<file path="src/rtl/sd_cmd_engine.sv">
// SD CMD-line engine: frames host commands with CRC7, hands them to the PHY and
// validates responses with timeout/CRC retry. Define SD_CMD_RSP_CRC_EN to check response CRC7.
module sd_cmd_engine #(
  parameter int TO_W    = 32,
  parameter int RETRY_W = 2
) (
  input  logic               clock,
  input  logic               reset,
  input  logic               new_command,
  input  logic [5:0]         cmd_index,
  input  logic [31:0]        cmd_argument,
  input  logic [1:0]         rsp_type,
  input  logic [TO_W-1:0]    timeout_limit,
  input  logic [RETRY_W-1:0] max_retries,
  output logic               busy,
  output logic               command_complete,
  output logic               command_timeout,
  output logic               command_index_error,
  output logic               crc_error,
  output logic [127:0]       response,
  output logic [47:0]        tx_frame,
  output logic               tx_strobe,
  input  logic               tx_done,
  input  logic               rx_strobe,
  input  logic [135:0]       rx_frame,
  output logic               rx_ack
);
  typedef enum logic [1:0] {IDLE = 2'd0, SEND = 2'd1, WAIT_RSP = 2'd2} state_t;

  localparam logic [1:0] RSP_NONE  = 2'b00;
  localparam logic [1:0] RSP_SHORT = 2'b01;
  localparam logic [1:0] RSP_LONG  = 2'b10;

  state_t             state, state_next;
  logic [1:0]         rsp_type_q, rsp_type_next;
  logic [TO_W-1:0]    limit_q, limit_next;
  logic [TO_W-1:0]    count, count_next;
  logic [RETRY_W-1:0] max_retries_q, max_retries_next;
  logic [RETRY_W-1:0] retry_cnt, retry_cnt_next;
  logic               busy_next, tx_strobe_next, rx_ack_next;
  logic               complete_next, timeout_next, index_error_next;
  logic [127:0]       response_next;
  logic [47:0]        tx_frame_next;
  logic               index_ok;
  logic               unused_rx;

  // MSB-first CRC7 (x^7+x^3+1, init 0); leading zeros leave it unchanged,
  // so shorter messages are zero-extended to 120 bits.
  function automatic logic [6:0] crc7(input logic [119:0] bits);
    logic [6:0] c;
    logic       fb;
    c = '0;
    for (int i = 119; i >= 0; i--) begin
      fb = bits[i] ^ c[6];
      c  = {c[5:0], 1'b0} ^ (fb ? 7'h09 : 7'h00);
    end
    return c;
  endfunction

  function automatic logic [47:0] build_frame(input logic [5:0] idx, input logic [31:0] arg);
    logic [39:0] head;
    head = {2'b01, idx, arg};
    return {head, crc7({80'b0, head}), 1'b1};
  endfunction

  // The latched command index lives in the held frame.
  always_comb begin
    case (rsp_type_q)
      RSP_SHORT: index_ok = (rx_frame[45:40] == tx_frame[45:40]);
      RSP_LONG:  index_ok = (rx_frame[133:128] == 6'h3F);
      default:   index_ok = 1'b1;
    endcase
  end

`ifdef SD_CMD_RSP_CRC_EN
  logic crc_ok;
  logic crc_error_next;

  always_comb begin
    case (rsp_type_q)
      RSP_SHORT: crc_ok = (crc7({80'b0, rx_frame[47:8]}) == rx_frame[7:1]);
      RSP_LONG:  crc_ok = (crc7(rx_frame[127:8]) == rx_frame[7:1]);
      default:   crc_ok = 1'b1;
    endcase
  end

  always_ff @(posedge clock) begin
    if (reset) crc_error <= 1'b0;
    else       crc_error <= crc_error_next;
  end
`else
  assign crc_error = 1'b0;
`endif

  assign unused_rx = ^{rx_frame[135:134], rx_frame[47:46], rx_frame[7:0]};

  always_comb begin
    state_next       = state;
    rsp_type_next    = rsp_type_q;
    limit_next       = limit_q;
    max_retries_next = max_retries_q;
    count_next       = count;
    retry_cnt_next   = retry_cnt;
    response_next    = response;
    tx_frame_next    = tx_frame;
    complete_next    = 1'b0;
    timeout_next     = 1'b0;
    index_error_next = 1'b0;
    rx_ack_next      = 1'b0;
`ifdef SD_CMD_RSP_CRC_EN
    crc_error_next   = 1'b0;
`endif
    case (state)
      IDLE: begin
        if (new_command) begin
          rsp_type_next    = rsp_type;
          limit_next       = timeout_limit;
          max_retries_next = max_retries;
          retry_cnt_next   = '0;
          tx_frame_next    = build_frame(cmd_index, cmd_argument);
          state_next       = SEND;
        end
      end
      SEND: begin
        if (tx_done) begin
          count_next = '0;
          if (rsp_type_q == RSP_NONE) begin
            complete_next = 1'b1;
            state_next    = IDLE;
          end else begin
            state_next = WAIT_RSP;
          end
        end
      end
      WAIT_RSP: begin
        // A response arriving on the limit cycle takes priority over the timeout.
        if (rx_strobe) begin
          rx_ack_next = 1'b1;
          state_next  = IDLE;
          if (!index_ok) begin
            index_error_next = 1'b1;
`ifdef SD_CMD_RSP_CRC_EN
          end else if (!crc_ok) begin
            if (retry_cnt < max_retries_q) begin
              retry_cnt_next = retry_cnt + 1'b1;
              state_next     = SEND;
            end else begin
              crc_error_next = 1'b1;
            end
`endif
          end else begin
            complete_next = 1'b1;
            response_next = (rsp_type_q == RSP_LONG) ? rx_frame[127:0] : {96'b0, rx_frame[39:8]};
          end
        end else if (count == limit_q) begin
          if (retry_cnt < max_retries_q) begin
            retry_cnt_next = retry_cnt + 1'b1;
            state_next     = SEND;
          end else begin
            timeout_next = 1'b1;
            state_next   = IDLE;
          end
        end else begin
          count_next = count + 1'b1;
        end
      end
      default: state_next = IDLE;
    endcase
    busy_next      = (state_next != IDLE);
    tx_strobe_next = (state_next == SEND);
  end

  always_ff @(posedge clock) begin
    if (reset) begin
      state               <= IDLE;
      rsp_type_q          <= '0;
      limit_q             <= '0;
      max_retries_q       <= '0;
      count               <= '0;
      retry_cnt           <= '0;
      response            <= '0;
      tx_frame            <= '0;
      busy                <= 1'b0;
      tx_strobe           <= 1'b0;
      rx_ack              <= 1'b0;
      command_complete    <= 1'b0;
      command_timeout     <= 1'b0;
      command_index_error <= 1'b0;
    end else begin
      state               <= state_next;
      rsp_type_q          <= rsp_type_next;
      limit_q             <= limit_next;
      max_retries_q       <= max_retries_next;
      count               <= count_next;
      retry_cnt           <= retry_cnt_next;
      response            <= response_next;
      tx_frame            <= tx_frame_next;
      busy                <= busy_next;
      tx_strobe           <= tx_strobe_next;
      rx_ack              <= rx_ack_next;
      command_complete    <= complete_next;
      command_timeout     <= timeout_next;
      command_index_error <= index_error_next;
    end
  end
endmodule

</file>
<file path="config.mk">
export PLATFORM = sky130hd
export DESIGN_NAME = sd_cmd_engine
export DESIGN_NICKNAME = d
export VERILOG_FILES = /design/src/rtl/sd_cmd_engine.sv
export SDC_FILE = /design/constraint.sdc
export NUM_CORES = 1
export LEC_CHECK = 0
export BUFFER_PORTS_ARGS = -buffer_cell sky130_fd_sc_hd__buf_2
export CAP_MARGIN = 20
export CORE_ASPECT_RATIO = 2
export CORE_MARGIN = 8
export CORE_UTILIZATION = 54
export CTS_CLUSTER_DIAMETER = 40
export DETAILED_ROUTE_END_ITERATION = 16
export HOLD_SLACK_MARGIN = 0.03
export PLACE_DENSITY = 0.95
export SETUP_SLACK_MARGIN = 0.15
export SLEW_MARGIN = 10
export SYNTH_ARGS = -nofsm -noshare
export SYNTH_HDL_FRONTEND = slang
export SYNTH_SLANG_ARGS = --single-unit
</file>
<file path="constraint.sdc">
create_clock -name clock -period 5.4 [get_ports clock]
set_input_delay 0 -clock clock [delete_from_list [all_inputs] [get_ports clock]]
set_output_delay 0 -clock clock [all_outputs]
set_load 0.05 [all_outputs]
</file>
==> results_dict.tcl <==
set metrics [dict create \
    wirelength_um 51200 \
    cts_buffers 23 \
    clock_latency_ns 0.53 \
    p_leak_nw 6.87 \
    cp_slowest_cell "ha_4" \
    num_io_pins 398 \
    vdd_drop_max_mv 0.275 \
    fillers 1037 \
    ys_warn_count 0 \
    cap_violations 0 \
    postSynth.asyncResetShare_pct 0 \
    place_inst 1864 \
    crit_chain "inv_1 > ha_4 > nand4_1 > o211ai_1 > and2_4 > buf_12 > nand3_1 > a21oi_1" \
    ant_nets 0 \
    cts_sinks 252 \
    rsz0062_at_grt "no" \
    dp_hpwl_um 25800 \
    clk_pin_slew_ns 0.08 \
    cp.arrival_ns 4.11 \
    power.share.clock_pct 34.7 \
    p_per_area_nw_per_um2 322 \
    r2r-start "rsp_type_q[0]$_SDFFE_PP0P_" \
    tns_ns 0 \
    grt_pass1_vias 13800 \
    synth.avg_cell_area_um2 8.45 \
    gp_congestion 0.925 \
    tritoncts "yes" \
    p_int_mw 3.51 \
    synth_most_common_cell "nand2_1" \
    r2r_end "response[81]$_SDFFE_PP0P_" \
    synth_cells 1297 \
    cts.repair.resized 0 \
    synth-seq-cells 252 \
    fin_crit_sh_pct 69.3 \
    dieArea_um2 25400 \
    min_period_ns 3.74 \
    r2r_slack_ns 1.66 \
    synthTopCellsByCount "270 x nand2_1, 252 x dfxtp_1, 205 x a21oi_1" \
    crit_path_end_kind "flip-flop" \
    skew_ns 0.0285 \
    syn_to_final_growth_pct 46.2 \
    p_comb_share_pct 26.9 \
    row_count 74 \
    synth_cell_types 51 \
    max-slew-margin-rel_pct 25.1 \
    worst_pin_slew_ns 1.12 \
    cts_max_level 1 \
    globalRouteOverflowTotal 0 \
    path_max_fanout 119 \
    pwr-share-seq_pct 38.4 \
    cp-start-kind "flip-flop" \
    synth.area.top_cells "dfxtp_1 46%, a21oi_1 9.4%, nand2_1 9.2%, nand3_1 4.9%, xor2_1 3.4%" \
    hold_violations 0 \
    drv_slew 0 \
    drive_above_1_share_pct 24.5 \
    min_to "rx_ack$_SDFF_PP0_" \
    die_w_um 117 \
    stdcell_count 2129 \
    die_y_um 217 \
    synth-seq-area-share_pct 46.0 \
    placeableCoreArea_um2 20200 \
    crit_path_max_incr_delay_ns 0.67 \
    cts.path.max_buffers 3 \
    hold_class "in -> reg" \
    wire_per_inst_um 24.1 \
    root_buffer "clkbuf_16" \
    yosys.area.top_type_share_pct 46.0 \
    yosys.area.top_type "dfxtp_1" \
    p_sw_share_pct 31.9 \
    drc 0 \
    setup_viol 0 \
    final_core_util_pct 79.4 \
    final_nets 2071 \
    vias 13300 \
    grt_pass1_wl_um 77200 \
    grtUsageTotal_pct 39.3 \
    hp-start "reset" \
    fmax_ghz 0.267 \
    synth_ff_type "dfxtp_1" \
    status "complete, no violations" \
    vias_per_cell 6.23 \
    synth-edff-count 0 \
    grt_max_degree 134 \
    io_buffers 393 \
    ff2ff_path_depth 8 \
    critPathRequiredTime_ns 5.77 \
    initial_core_util_pct 54.3 \
    antenna_found_initial 1 \
    syn_area_um2 11000 \
    critical_path_class "reg -> reg" \
    whs_path_depth 2 \
    drtIter0Drc 1758 \
    first_pass_iters 6 \
    p_switching_mw 1.65 \
]
-- timing repair --
action                    4_1_cts  5_1_grt
hold endpoints to repair      214        0
buffers inserted                0        0
hold buffers                  223        0
-- flip-flops by register name, summed over array words and instances, names as in the netlist --
name / count
response: 128
command_timeout: 1
retry_cnt: 2
max_retries_q: 2
rsp_type_q: 2
tx_strobe: 1
tx_frame: 46
limit_q: 32
busy: 1
rx_ack: 1
command_complete: 1
count: 32
state: 2
command_index_error: 1
-- per-stage QoR --
stage	power (mW)	hold WS, ns	instance area (um^2)	setup WS, ns
final	5.16	0.0481	16000	1.66
after global routing	5.27	0.0840	16000	1.50
after global placement	3.13	0.244	13000	2.26
after floorplan	2.85	0.136	11000	2.78
after detailed placement	3.15	0.247	13000	2.19
after CTS	5.04	0.0420	16000	2.08
-- layer usage --
layer | vias up | GRT usage (%) | wire, um
met4 | 0 | 32.1 | 4750
met3 | 362 | 14.1 | 6540
met1 | 6061 | 41.3 | 16700
li1 | 5549 | - | -
met5 | - | 0 | 0
met2 | 1288 | 61.3 | 23200
-- how the worst max path moves through the flow --
stage	startpoint	endpoint	slack [ns]	cells past startpoint
floorplan	tx_frame[40]$_SDFFE_PP0P_	response[58]$_SDFFE_PP0P_	2.78	10
global placement	rsp_type_q[0]$_SDFFE_PP0P_	response[72]$_SDFFE_PP0P_	2.26	8
detailed placement	rsp_type_q[0]$_SDFFE_PP0P_	response[127]$_SDFFE_PP0P_	2.19	8
CTS	rsp_type_q[0]$_SDFFE_PP0P_	response[35]$_SDFFE_PP0P_	2.08	8
global route	rsp_type_q[0]$_SDFFE_PP0P_	response[81]$_SDFFE_PP0P_	1.50	8
finish	rsp_type_q[0]$_SDFFE_PP0P_	response[81]$_SDFFE_PP0P_	1.66	8
-- critical path: cells and delay by family, from the launching register on --
kind / cells / cell delay [ns]
fa+ha+maj: 1 / 0.67
simple gates: 3 / 0.99
flops: 1 / 0.33
buf+inv: 2 / 0.59
compound gates: 2 / 0.91
-- cell families (layout without fill, tap and decap cells) --
kind of cell / Yosys count / count (layout) / share of synthesized area (%)
fa+ha+maj: 9 / 9 / 1.03
flops: 252 / 252 / 46.0
compound gates: 290 / 290 / 14.8
xor+xnor: 97 / 97 / 10.5
mux: 33 / 33 / 3.01
buf+inv: 110 / 674 / 3.93
simple gates: 505 / 505 / 20.7
other cells: 1 / 3 / 0.0342
-- layout make-up --
cell class              instances  area, um^2  area share (%)
clock buffers                  27         591            3.68
repair buffers                623        4290            26.8
multi-input cells             936        5520            34.4
diodes                          1        2.50          0.0156
inverters                      11        41.3           0.258
well taps                     266         333            2.08
clock inverters                13         205            1.28
flip-flops and latches        252        5040            31.5
-- cells in the final DEF, fill, tap and decap left out, types with 10 or more instances in the layout --
cell type and instances:
a211oi_1 40, a21oi_1 205, buf_2 392, clkbuf_16 23, dfxtp_1 252, dlygate4sd3_1 223
inv_1 11, mux2i_1 33, nand2_1 268, nand3_1 108, nor2_1 47, o21ai_0 20
o31ai_1 10, or3_1 19, or4_1 11, xnor2_1 32, xnor3_1 10, xor2_1 43
-- power groups by stage --
stage	combinational [mW]	sequential [mW]	clock [mW]
CTS	1.29	1.97	1.78
detailed placement	1.14	2.01	0
finish	1.39	1.98	1.79
global route	1.43	1.98	1.86
global placement	1.12	2.01	0
floorplan	0.676	2.17	0
(Power assumes the default switching activity.)
